$ cat config.mk
export PLATFORM = sky130hd
export DESIGN_NAME = load_store_unit_flat
export DESIGN_NICKNAME = d
export VERILOG_FILES = /design/src/rtl/load_store_unit_pkg.sv /design/src/rtl/load_store_unit_if.sv /design/src/rtl/lsu_data_align.sv /design/src/rtl/load_store_unit.sv /design/src/flat_wrapper.sv
export SDC_FILE = /design/constraint.sdc
export NUM_CORES = 1
export LEC_CHECK = 0
export CORE_UTILIZATION = 30
export DETAILED_ROUTE_END_ITERATION = 16
export HOLD_SLACK_MARGIN = 0.1
export SLEW_MARGIN = 20
export SYNTH_ARGS = -nofsm -noshare
export SYNTH_HDL_FRONTEND = slang
export SYNTH_SLANG_ARGS = --single-unit
$ cat constraint.sdc
create_clock -name clk_i -period 3.9 [get_ports clk_i]
set_clock_uncertainty 0.05 [all_clocks]
set_input_delay 1.17 -clock clk_i [delete_from_list [all_inputs] [get_ports clk_i]]
set_output_delay 1.17 -clock clk_i [all_outputs]
set_load 0.1 [all_outputs]
$ cat src/rtl/load_store_unit_pkg.sv
// Shared definitions for the load/store unit: FSM encoding, funct3 size codes,
// byte-enable width and access-legality helpers.
`ifndef On
`define On 1'b1
`endif
`ifndef Off
`define Off 1'b0
`endif

package load_store_unit_pkg;

  localparam int BE_W = 4;

  localparam logic [1:0] S_IDLE = 2'd0;
  localparam logic [1:0] S_REQ  = 2'd1;
  localparam logic [1:0] S_WAIT = 2'd2;

  localparam logic [2:0] F3_B  = 3'b000;
  localparam logic [2:0] F3_H  = 3'b001;
  localparam logic [2:0] F3_W  = 3'b010;
  localparam logic [2:0] F3_BU = 3'b100;
  localparam logic [2:0] F3_HU = 3'b101;

  typedef enum logic [1:0] {
    SZ_BYTE = 2'b00,
    SZ_HALF = 2'b01,
    SZ_WORD = 2'b10,
    SZ_BAD  = 2'b11
  } size_e;

  function automatic size_e f3_size(input logic [2:0] f3);
    return size_e'(f3[1:0]);
  endfunction

  // Unsigned variants exist only for loads, and never for words.
  function automatic logic f3_legal(input logic [2:0] f3, input logic is_store);
    return (f3[1:0] != 2'b11) && (!f3[2] || (!is_store && !f3[1]));
  endfunction

  function automatic logic is_aligned(input size_e sz, input logic [1:0] a);
    case (sz)
      SZ_HALF: return !a[0];
      SZ_WORD: return (a == 2'b00);
      SZ_BYTE: return 1'b1;
      default: return 1'b0;
    endcase
  endfunction

endpackage

$ cat src/rtl/load_store_unit_if.sv
// Memory-side bus between the load/store unit (master) and the data memory
// or interconnect (slave).
interface load_store_unit_if;
  import load_store_unit_pkg::*;

  logic            bus_req;
  logic            bus_we;
  logic [31:0]     bus_addr;
  logic [BE_W-1:0] bus_be;
  logic [31:0]     bus_wdata;
  logic            bus_gnt;
  logic            bus_rvalid;
  logic [31:0]     bus_rdata;

  modport master (
    output bus_req, bus_we, bus_addr, bus_be, bus_wdata,
    input  bus_gnt, bus_rvalid, bus_rdata
  );

  modport slave (
    input  bus_req, bus_we, bus_addr, bus_be, bus_wdata,
    output bus_gnt, bus_rvalid, bus_rdata
  );
endinterface

$ cat src/rtl/lsu_data_align.sv
// Pure combinational lane logic: store byte-enables and data replication,
// plus extraction and sign/zero extension of load data.
module lsu_data_align
  import load_store_unit_pkg::*;
(
  input  logic [2:0]      st_funct3_i,
  input  logic [1:0]      st_addr_i,
  input  logic [31:0]     st_wdata_i,
  output logic [BE_W-1:0] st_be_o,
  output logic [31:0]     st_wdata_o,
  input  logic [2:0]      ld_funct3_i,
  input  logic [1:0]      ld_addr_i,
  input  logic [31:0]     ld_rdata_i,
  output logic [31:0]     ld_data_o
);

  logic [7:0]  ld_byte;
  logic [15:0] ld_half;

  always_comb begin
    st_be_o    = '1;
    st_wdata_o = st_wdata_i;
    case (f3_size(st_funct3_i))
      SZ_BYTE: begin
        st_be_o    = BE_W'(1) << st_addr_i;
        st_wdata_o = {4{st_wdata_i[7:0]}};
      end
      SZ_HALF: begin
        st_be_o    = st_addr_i[1] ? 4'b1100 : 4'b0011;
        st_wdata_o = {2{st_wdata_i[15:0]}};
      end
      default: ;
    endcase
  end

  assign ld_byte = ld_rdata_i[{ld_addr_i, 3'b000} +: 8];
  assign ld_half = ld_rdata_i[{ld_addr_i[1], 4'b0000} +: 16];

  always_comb begin
    ld_data_o = ld_rdata_i;
    case (ld_funct3_i)
      F3_B:    ld_data_o = {{24{ld_byte[7]}}, ld_byte};
      F3_BU:   ld_data_o = {24'h0, ld_byte};
      F3_H:    ld_data_o = {{16{ld_half[15]}}, ld_half};
      F3_HU:   ld_data_o = {16'h0, ld_half};
      default: ;
    endcase
  end

endmodule

$ cat src/rtl/load_store_unit.sv
// Single-outstanding load/store unit: accepts one access in IDLE, issues it on
// the bus in REQ, and waits for read data in WAIT before write-back.
module load_store_unit
  import load_store_unit_pkg::*;
(
  input  logic                      clk_i,
  input  logic                      rst_i,
  input  logic                      mem_re_i,
  input  logic                      mem_we_i,
  input  logic [2:0]                funct3_i,
  input  logic [31:0]               addr_i,
  input  logic [31:0]               wdata_i,
  input  logic [4:0]                rd_addr_i,
  output logic                      stall_o,
  output logic [31:0]               rdata_o,
  output logic [4:0]                rd_addr_o,
  output logic                      rd_we_o,
  output logic                      fault_o,
  load_store_unit_if.master         bus
);

  logic [1:0]      state_q, state_d;
  logic [31:0]     addr_q, wdata_q, rdata_q;
  logic [BE_W-1:0] be_q;
  logic [2:0]      funct3_q;
  logic            we_q;
  logic [4:0]      rd_addr_q;
  logic            rd_we_q, fault_q;

  logic            acc_legal, acc_illegal;
  logic [BE_W-1:0] st_be;
  logic [31:0]     st_wdata, ld_data;

  assign acc_legal = (mem_re_i ^ mem_we_i)
                   && f3_legal(funct3_i, mem_we_i)
                   && is_aligned(f3_size(funct3_i), addr_i[1:0]);
  assign acc_illegal = (mem_re_i || mem_we_i) && !acc_legal;

  lsu_data_align u_align (
    .st_funct3_i (funct3_i),
    .st_addr_i   (addr_i[1:0]),
    .st_wdata_i  (wdata_i),
    .st_be_o     (st_be),
    .st_wdata_o  (st_wdata),
    .ld_funct3_i (funct3_q),
    .ld_addr_i   (addr_q[1:0]),
    .ld_rdata_i  (bus.bus_rdata),
    .ld_data_o   (ld_data)
  );

  always_comb begin
    state_d = state_q;
    stall_o = `Off;
    case (state_q)
      S_IDLE: begin
        stall_o = acc_legal;
        if (acc_legal) state_d = S_REQ;
      end
      S_REQ: begin
        stall_o = !(bus.bus_gnt && we_q);
        if (bus.bus_gnt) state_d = we_q ? S_IDLE : S_WAIT;
      end
      S_WAIT: begin
        stall_o = !bus.bus_rvalid;
        if (bus.bus_rvalid) state_d = S_IDLE;
      end
      default: state_d = S_IDLE;
    endcase
    // Reset is asynchronous, so the combinational hold must also clear at once.
    if (rst_i) stall_o = `Off;
  end

  always_ff @(posedge clk_i or posedge rst_i) begin
    if (rst_i) begin
      state_q   <= S_IDLE;
      addr_q    <= '0;
      wdata_q   <= '0;
      rdata_q   <= '0;
      be_q      <= '0;
      funct3_q  <= '0;
      we_q      <= `Off;
      rd_addr_q <= '0;
      rd_we_q   <= `Off;
      fault_q   <= `Off;
    end else begin
      state_q <= state_d;
      rd_we_q <= `Off;
      fault_q <= (state_q == S_IDLE) && acc_illegal;
      if (state_q == S_IDLE && acc_legal) begin
        addr_q    <= addr_i;
        wdata_q   <= st_wdata;
        be_q      <= st_be;
        funct3_q  <= funct3_i;
        we_q      <= mem_we_i;
        rd_addr_q <= rd_addr_i;
      end
      if (state_q == S_WAIT && bus.bus_rvalid) begin
        rdata_q <= ld_data;
        rd_we_q <= `On;
      end
    end
  end

  assign bus.bus_req   = (state_q == S_REQ);
  assign bus.bus_we    = (state_q == S_REQ) && we_q;
  assign bus.bus_be    = (state_q == S_REQ) ? be_q : '0;
  assign bus.bus_addr  = {addr_q[31:2], 2'b00};
  assign bus.bus_wdata = wdata_q;

  assign rdata_o   = rdata_q;
  assign rd_addr_o = rd_addr_q;
  assign rd_we_o   = rd_we_q;
  assign fault_o   = fault_q;

endmodule

$ cat src/flat_wrapper.sv
// flat-port wrapper written by rule: the top's interface ports become plain ports
module load_store_unit_flat import load_store_unit_pkg::*;
  (clk_i, rst_i, mem_re_i, mem_we_i, funct3_i, addr_i, wdata_i, rd_addr_i, stall_o, rdata_o, rd_addr_o, rd_we_o, fault_o, bus_bus_req, bus_bus_we, bus_bus_addr, bus_bus_be, bus_bus_wdata, bus_bus_gnt, bus_bus_rvalid, bus_bus_rdata);
  load_store_unit_if bus_i ();
  input  logic clk_i;
  input  logic rst_i;
  input  logic mem_re_i;
  input  logic mem_we_i;
  input  logic [2:0] funct3_i;
  input  logic [31:0] addr_i;
  input  logic [31:0] wdata_i;
  input  logic [4:0] rd_addr_i;
  output logic stall_o;
  output logic [31:0] rdata_o;
  output logic [4:0] rd_addr_o;
  output logic rd_we_o;
  output logic fault_o;
  output wire logic [$bits(bus_i.bus_req)-1:0] bus_bus_req;
  output wire logic [$bits(bus_i.bus_we)-1:0] bus_bus_we;
  output wire logic [$bits(bus_i.bus_addr)-1:0] bus_bus_addr;
  output wire logic [$bits(bus_i.bus_be)-1:0] bus_bus_be;
  output wire logic [$bits(bus_i.bus_wdata)-1:0] bus_bus_wdata;
  input wire logic [$bits(bus_i.bus_gnt)-1:0] bus_bus_gnt;
  input wire logic [$bits(bus_i.bus_rvalid)-1:0] bus_bus_rvalid;
  input wire logic [$bits(bus_i.bus_rdata)-1:0] bus_bus_rdata;
  assign bus_bus_req = bus_i.bus_req;
  assign bus_bus_we = bus_i.bus_we;
  assign bus_bus_addr = bus_i.bus_addr;
  assign bus_bus_be = bus_i.bus_be;
  assign bus_bus_wdata = bus_i.bus_wdata;
  assign bus_i.bus_gnt = bus_bus_gnt;
  assign bus_i.bus_rvalid = bus_bus_rvalid;
  assign bus_i.bus_rdata = bus_bus_rdata;
  load_store_unit u_core (.clk_i(clk_i), .rst_i(rst_i), .mem_re_i(mem_re_i), .mem_we_i(mem_we_i), .funct3_i(funct3_i), .addr_i(addr_i), .wdata_i(wdata_i), .rd_addr_i(rd_addr_i), .stall_o(stall_o), .rdata_o(rdata_o), .rd_addr_o(rd_addr_o), .rd_we_o(rd_we_o), .fault_o(fault_o), .bus(bus_i));
endmodule
==> flow_summary.ini, run 1 <==
[run]
maxCapViolations = 0

[clock_network]
clk_pin_slew_worst_paths_ns = 0.05
numCtsBuffers = 17
postCtsHoldBufs = 0
clk_latency_ns = 0.41
cts.sinks = 113
cts_tree = done
post_cts_buffers = 0
cts_root_buffer = clkbuf_16
clk_path_buf_depth = 2
cts_max_level = 4

[routing]
wl_per_cell_um = 18.47
vias_per_cell = 4.817
ant_nets = 0
num_vias = 4417
drc = 0
wl_mm = 16.94
drtPass1Iterations = 4
drt_iter0_drc = 152

[placement]
place_congestion = 0.8754
hpwl_mm = 12.22
placed_area_mm2 = 0.007731
io_buffers = 217

[worst_setup_path]
worst_path_max_delay_cell = clkdlybuf4s50_1
critical_path.top_delay_family = buffers and inverters
critPathCaptureType = primary output
path_buf_inv = 3
crit_fanout = 2
cp.arrival_ns = 2.63
crit_type = input pin to primary output
max_stage_delay_ns = 0.54
crit_chain = clkdlybuf4s50_1, inv_1, ha_4, o211ai_4, a21oi_2, buf_12
critPathRequiredTime_ns = 2.68
cp-start-kind = input pin

[sta]
finalHoldViolations = 0
slew_violations = 0
fin_setup_tns_ns = 0
hold-worst-slack_ns = 0.4557
clock.fmax_ghz = 0.2596
tightest_slew_ns = 0.8095
setup_viol = 0
rsz0062_at_grt = no
period_needed_ns = 3.851
fin_crit_sh_pct = 98.76
max-slew-margin-rel_pct = 46.04

[global_route]
first_global_vias = 4872
busiest_layer = met2
grt_pass1_wl_mm = 26.49
grt_usage_pct = 17.73
use_met3_pct = 7.590
grt_max_degree = 51
grt_use_met1_pct = 22.30
antenna_found_initial = 0
use_met2_pct = 27.58
grt-ovfl-total = 0

[floorplanning]
die_h_um = 139.9
coreArea_mm2 = 0.01871
dieWidth_um = 139.9
dieArea_mm2 = 0.01958
io_pins = 220
start_util_pct = 30.51
std_cell_rows = 50

[final_layout]
num_antenna_cells = 0
num-fill-cells = 1743
area_delta_synth_final_pct = 46.88
nets = 781
fin_area_mm2 = 0.008382
drive_gt1_share_pct = 39.82

[worst_hold_path]
min_path_type = register to register

[yosys]
ys.warnings.count = 0
ys_types = 36
synth-edff-count = 0
yosysTopAreaCellShare_pct = 49.55
synth_area_leader_cell = dfrtp_1
seq_area_frac_synth_pct = 49.55
synth-main-ff-cell = dfrtp_1
yosys-top-cells-area = dfrtp_1, mux2_2, mux2i_1
syn_avg_cell_area_um2 = 11.96
synth-async-reset-ratio_pct = 100.0
synth.most_common_cell = dfrtp_1
ys_top_cells_by_count = dfrtp_1, mux2_2, buf_4
synth_seq_cells = 113
syn_inst = 477
syn-cell-area_mm2 = 0.005707

[run_status]
status = finished clean
[state kept, by name (all words and copies together), names as in the netlist]
signal,flops
u_core.rdata_o,32
u_core.funct3_q,3
u_core.rd_addr_o,5
u_core.addr_q,32
u_core.rd_we_o,1
u_core.bus.bus_wdata,32
u_core.we_q,1
u_core.fault_o,1
u_core.state_q,2
u_core.be_q,4
[worst reg2reg max path: cells and delay by family, from the launching register on]
| kind | cells | cell delay, ns |
|---|---|---|
| AO/OA/AOI/OAI | 2 | 0.82 |
| multiplexers | 1 | 0.41 |
| flip-flops | 1 | 0.71 |
[stage by stage]
stage,util (%),cells,setup slack [ns]
after floorplan,-,478,-0.3022
after global placement,41.33,885,-0.004484
after detailed placement,41.33,885,-0.01330
after CTS,44.64,917,0.006662
after global routing,44.81,917,0.02208
final,44.81,917,0.04852
[path summary, 6_finish.rpt]
kind                                        from                        to  slack (ns)  depth (start not counted)
worst max register to register  u_core.addr_q[1]         u_core.rdata_o[7]        1.74                          3
min in group asynchronous                  rst_i  u_core.bus.bus_wdata[31]        1.14                          2
max in group asynchronous                  rst_i         u_core.rdata_o[1]        2.04                          3
worst min register to register  u_core.addr_q[7]          u_core.addr_q[7]        0.46                          1
worst min-delay path            u_core.addr_q[7]          u_core.addr_q[7]        0.46                          1
worst max-delay path                    mem_we_i                   stall_o        0.05                          6
[timing repair]
action                                 4_1_cts  5_1_grt
pin swaps                                    1        2
resized for setup                            0        5
endpoints found under the hold margin        0        0
setup endpoints to repair                    1        1
[area by class of cell]
cell class                 count  area, um2  area share [%]
sequential                   113       2828           33.74
tap                          234      292.8           3.493
clock buffer                  18      439.2           5.240
timing repair buffer         235       2095           24.99
inverter                       9      37.54          0.4478
multi-input combinational    294       2510           29.94
clock inverter                14      180.2           2.150
[cell usage in the layout, fill, tap and decap left out, types with 2 or more instances in the layout]
cell type	instances
a31oi_1	2
clkbuf_16	17
inv_1	7
nor3_1	2
nor2b_1	15
a221oi_1	15
nor2_1	21
and3b_1	9
nand2b_1	2
dfrtp_1	113
o21ai_0	17
o211ai_1	16
clkdlybuf4s50_1	106
bufinv_16	3
nor2_2	3
clkinv_4	2
dlymetal6s2s_1	3
a21oi_1	12
and2_1	18
inv_6	4
buf_4	122
mux2_4	5
mux2i_1	27
nand2_1	18
buf_12	4
clkinvlp_4	6
mux2_2	94
conb_1	2
o21bai_1	2
[metal layers]
metal  share of wire (%)  vias to the layer above  routed length (um)
met1                  44                     2172                7396
met2                  46                      182                7845
met3                 8.8                       15                1496
met4                 1.2                        0                 198
met5                   0                        -                   0
li1                    -                     2048                   -
[kinds of logic (layout without fill, tap and decap cells)]
logic type / after synthesis / after routing / synth area share (%)
AO/OA/AOI/OAI: 70 / 70 / 8.594
adder cells (fa/ha/maj): 1 / 1 / 0.2192
buffers and inverters: 71 / 276 / 7.345
flip-flops: 113 / 113 / 49.55
multiplexers: 127 / 127 / 24.99
other: 1 / 2 / 0.06571
AND/OR/NAND/NOR: 94 / 94 / 9.231
Power of run 1 is left out: the tool's default activity adds up to more than one toggle a clock period on the data nets, which glitch-free logic cannot reach.
==> inputs of run 2 (changes only) <==
--- a/constraint.sdc
+++ b/constraint.sdc
@@ -3,3 +3,3 @@
 set_input_delay 1.17 -clock clk_i [delete_from_list [all_inputs] [get_ports clk_i]]
 set_output_delay 1.17 -clock clk_i [all_outputs]
-set_load 0.1 [all_outputs]
+set_load 0.05 [all_outputs]
==> flow_summary.ini, run 2 (synthesized netlist as in run 1, its figures left out) <==
[worst_setup_path]
cp.arrival_ns = 2.60
worst_path_max_delay_cell = clkdlybuf4s50_1
crit_fanout = 2
path_buf_inv = 3
critical_path.top_delay_family = buffers and inverters
max_stage_delay_ns = 0.54
rrSetupSlack_ns = 1.56
cp-start-kind = input pin
crit_type = input pin to primary output
worstReg2RegStart = u_core.funct3_q[1]
crit_chain = clkdlybuf4s50_1, inv_1, ha_1, o211ai_4, a21oi_2, buf_12
r2r_cells = 4
critPathRequiredTime_ns = 2.68
r2r_end = u_core.rdata_o[29]
critPathCaptureType = primary output

[global_route]
grt-ovfl-total = 0
grt_usage_pct = 17.29
use_met3_pct = 7.316
use_met2_pct = 27.53
grt_pass1_wl_mm = 25.83
grt_max_degree = 96
antenna_found_initial = 1
busiest_layer = met2
grt_use_met1_pct = 20.77
first_global_vias = 4664

[floorplanning]
coreArea_mm2 = 0.01871
die_h_um = 139.9
dieWidth_um = 139.9
dieArea_mm2 = 0.01958
start_util_pct = 30.51
std_cell_rows = 50
io_pins = 220

[clock_network]
clk_latency_ns = 0.40
cts_tree = done
clk_pin_slew_worst_paths_ns = 0.06
numCtsBuffers = 17
clk_path_buf_depth = 2
postCtsHoldBufs = 0
cts.sinks = 113
cts_root_buffer = clkbuf_16
cts_max_level = 4

[run_status]
status = finished clean

[final_layout]
multi_input_area_mm2 = 0.002487
drive_gt1_share_pct = 22.60
nets = 775
mostFrequentLayoutCell = clkdlybuf4s50_1
fin_area_mm2 = 0.008552
stdcell_count = 912
mostFrequentLayoutCells = clkdlybuf4s50_1, dfrtp_1, mux2_2, mux2i_1, nor2_1
area.sequential_mm2 = 0.002828
num-fill-cells = 1717
area_delta_synth_final_pct = 49.86

[routing]
drtPass1Iterations = 4
wl_mm = 16.37
vias_per_cell = 4.792
drc = 0
ant_nets = 0
drt_iter0_drc = 144
num_vias = 4370
wl_per_cell_um = 17.95

[worst_hold_path]
hold_depth = 1
hold_end = u_core.bus.bus_wdata[15]
hp-start = u_core.bus.bus_wdata[15]
min_path_type = register to register

[sta]
setup_viol = 0
fin_setup_tns_ns = 0
tightest_slew_ns = 1.094
slew_violations = 0
setup_slack_ns = 0.07553
finalHoldViolations = 0
max-slew-margin-rel_pct = 27.05
period_needed_ns = 3.824
clock.fmax_ghz = 0.2615
fin_crit_sh_pct = 98.06

[power_and_ir_drop]
ir_drop_mv = 0.4919
p_leak_nw = 3.511
power.density_mw_per_mm2 = 892.3

[placement]
io_buffers = 217
dp_slack_ns = 0.0001175
hpwl_mm = 11.46
dp_cells = 879
place_congestion = 0.8222
placed_area_mm2 = 0.007931

[run]
maxCapViolations = 0
## run 2: changes by cell type in the layout (fill, tap and decap cells not counted), moves of 2 or more
cell             previous run  this run
buf_4                     122        10
clkdlybuf4s50_1           106       215
clkinv_2                    0         3
inv_6                       4         1
nor2_1                     21        24
nor2_2                      3         0
dlymetal6s2s_1              3         1
## run 2: where the power goes
part / switching (mW) / leakage (nW) / total [mW] / internal (mW)
Clock: 0.560 / 0.285 / 1.58 / 1.02
Sequential: 0.341 / 1.35 / 2.04 / 1.70
Combinational: 2.53 / 1.88 / 4.01 / 1.48
Total: 3.43 / 3.51 / 7.63 / 4.20
## run 2: final cells by class
type,instances,area share (%)
clock buffers,19,5.179
multi-input cells,294,29.09
clock inverters,13,1.887
well taps,234,3.424
inverters,9,0.4389
repair buffers,229,26.89
diodes,1,0.02926
flip-flops and latches,113,33.07
## run 2: timing repair
item,4_1_cts,5_1_grt
setup endpoints to repair,0,1
resized for setup,0,2
setup buffers,0,0
## run 2: layer usage
layer  wire (um)  share of wire [%]  vias up
met4         253                1.5        0
met3        1593                9.7       20
li1            -                  -     2036
met1        6847                 42     2124
met5           0                  0        -
met2        7679                 47      190
## run 2: through the flow
step	util [%]	power (mW)	hold WS, ns
final	45.72	7.631	0.4521
after global routing	45.72	7.988	0.4688
after CTS	45.63	7.719	0.4537
after detailed placement	42.40	6.079	0.4391
after global placement	42.40	6.027	0.4373
after floorplan	-	4.846	0.4204
## run 2: worst max path at each step
stage                     cells after the start  slack [ns]         from  endpoint
after floorplan                               6        0.11  funct3_i[0]   stall_o
after global placement                        5        0.04  funct3_i[0]   stall_o
after detailed placement                      5      0.0001  funct3_i[0]   stall_o
after CTS                                     5      0.0001  funct3_i[0]   stall_o
after global routing                          6      -0.005     mem_we_i   stall_o
final                                         6        0.08     mem_we_i   stall_o
## run 2: worst reg2reg max path, cell delays in order, from the launching register on
cell      delay, ns
dfrtp_1        0.78
buf_4          0.36
nor3_1         0.10
a22oi_2        0.72
o211ai_1       0.17
No activity file was read; power rests on OpenSTA's default activity.
==> inputs of run 3 (changes only) <==
- CELL_PAD_IN_SITES_DETAIL_PLACEMENT: default -> 0
- CELL_PAD_IN_SITES_GLOBAL_PLACEMENT: default -> 1
- CORE_ASPECT_RATIO: default -> 0.8
- PLACE_DENSITY_LB_ADDON: default -> 0.1
- SETUP_SLACK_MARGIN: default -> 0.4
==> flow_summary.ini, run 3 (synthesized netlist as in run 1, its figures left out) <==
[global_route]
first_global_vias = 4632
grt_pass1_wl_mm = 25.94
antenna_found_initial = 0
grt_max_degree = 79
grt-ovfl-total = 0
grt_usage_pct = 17.53

[worst_setup_path]
cp.arrival_ns = 2.28
critPathCaptureType = primary output
cp-start-kind = input pin
crit_fanout = 2
critPathRequiredTime_ns = 2.68
crit_type = input pin to primary output

[final_layout]
drive_gt1_share_pct = 22.93
stdcell_count = 930
area_delta_synth_final_pct = 50.16
nets = 775
num-fill-cells = 1741
mostFrequentLayoutCell = clkdlybuf4s50_1
multi_input_area_mm2 = 0.002512
area.sequential_mm2 = 0.002828
mostFrequentLayoutCells = clkdlybuf4s50_1, dfrtp_1, mux2_2, mux2i_1, nor2_1

[sta]
period_needed_ns = 3.504
max-slew-margin-rel_pct = 28.15
fin_setup_tns_ns = 0
setup_viol = 0
slew_violations = 0
finalHoldViolations = 0
rsz0062_at_grt = yes
fin_crit_sh_pct = 89.85
tightest_slew_ns = 1.078
setup_slack_ns = 0.3960
clock.fmax_ghz = 0.2854

[placement]
place_congestion = 0.7823
dp_slack_ns = 0.06914
io_buffers = 217
hpwl_mm = 11.58
dp_cells = 898

[run_status]
status = finished clean

[clock_network]
cts_max_level = 4
cts_root_buffer = clkbuf_16
numCtsBuffers = 17
clk_latency_ns = 0.41
cts_tree = done
clk_pin_slew_worst_paths_ns = 0.05
clk_path_buf_depth = 2
post_cts_buffers = 0
cts.sinks = 113

[floorplanning]
start_util_pct = 31.04
io_pins = 220
dieArea_mm2 = 0.01958
dieWidth_um = 156.2
coreArea_mm2 = 0.01839
std_cell_rows = 44
die_h_um = 125.4

[power_and_ir_drop]
p_leak_nw = 3.558
ir_drop_mv = 0.4157
power.density_mw_per_mm2 = 879.9

[routing]
drtPass1Iterations = 4
vias_per_cell = 4.674
num_vias = 4347
wl_per_cell_um = 17.74
drc = 0
wl_mm = 16.49
drt_iter0_drc = 194
ant_nets = 0

[worst_hold_path]
min_path_type = register to register

[run]
maxCapViolations = 0
## run 3: changes by cell type in the layout (fill, tap and decap cells not counted), moves of 2 or more
cell,previous run,this run
clkinv_2,3,6
clkdlybuf4s50_1,215,204
clkinvlp_4,5,3
dlygate4sd2_1,0,10
## run 3: worst max-delay path, cell delays in order
cell and delay [ns]:
clkdlybuf4s50_1 0.45, nor3b_2 0.21, a21oi_1 0.10, a21oi_4 0.20
buf_12 0.15
## run 3: final timing paths
path | slack [ns] | cells past startpoint | end | startpoint
worst max-delay path | 0.40 | 5 | stall_o | bus_bus_rvalid
worst min-delay path | 0.45 | 1 | u_core.addr_q[6] | u_core.addr_q[6]
worst max register to register | 1.66 | 5 | u_core.rdata_o[16] | u_core.state_q[0]
worst min register to register | 0.45 | 1 | u_core.addr_q[6] | u_core.addr_q[6]
max in group asynchronous | 1.79 | 3 | u_core.rdata_o[5] | rst_i
min in group asynchronous | 1.27 | 2 | u_core.state_q[1] | rst_i
## run 3: report_power, final
part           total [mW]  internal, mW  switching [mW]
Clock                1.51         0.962           0.544
Sequential           2.02          1.70           0.319
Combinational        4.02          1.48            2.54
Total                7.54          4.14            3.40
## run 3: layer usage
| metal | routed length (um) | share of wire [%] | up-vias | track usage [%] |
|---|---|---|---|---|
| met3 | 1134 | 6.9 | 13 | 5.893 |
| met2 | 7452 | 45 | 139 | 26.76 |
| met5 | 0 | 0 | - | 0 |
| met1 | 7760 | 47 | 2155 | 23.45 |
| li1 | - | - | 2040 | - |
| met4 | 147 | 0.89 | 0 | 5.017 |
## run 3: metrics by stage
stage | utilization [%] | power (mW) | hold slack, ns | instance area, um2
2_1_floorplan | - | 4.851 | 0.4204 | 5751
3_3_place_gp | 43.43 | 6.043 | 0.4356 | 7986
3_5_place_dp | 43.43 | 6.082 | 0.4411 | 7986
4_1_cts | 46.54 | 7.620 | 0.4541 | 8557
5_1_grt | 46.59 | 7.912 | 0.4659 | 8567
6_report | 46.60 | 7.540 | 0.4519 | 8569
## run 3: layout make-up
| type | instances | share of cell area (%) |
|---|---|---|
| Clock inverter | 11 | 1.329 |
| Antenna cell | 1 | 0.02920 |
| Tap cell | 253 | 3.694 |
| Timing Repair Buffer | 229 | 26.87 |
| Multi-Input combinational cell | 294 | 29.32 |
| Inverter | 9 | 0.4380 |
| Sequential cell | 113 | 33.00 |
| Clock buffer | 20 | 5.329 |
## run 3: timing repair
action                     4_1_cts  5_1_grt
setup endpoints to repair        4        3
hold buffers                     0        0
pin swaps                        3        1
resized for setup               12        3
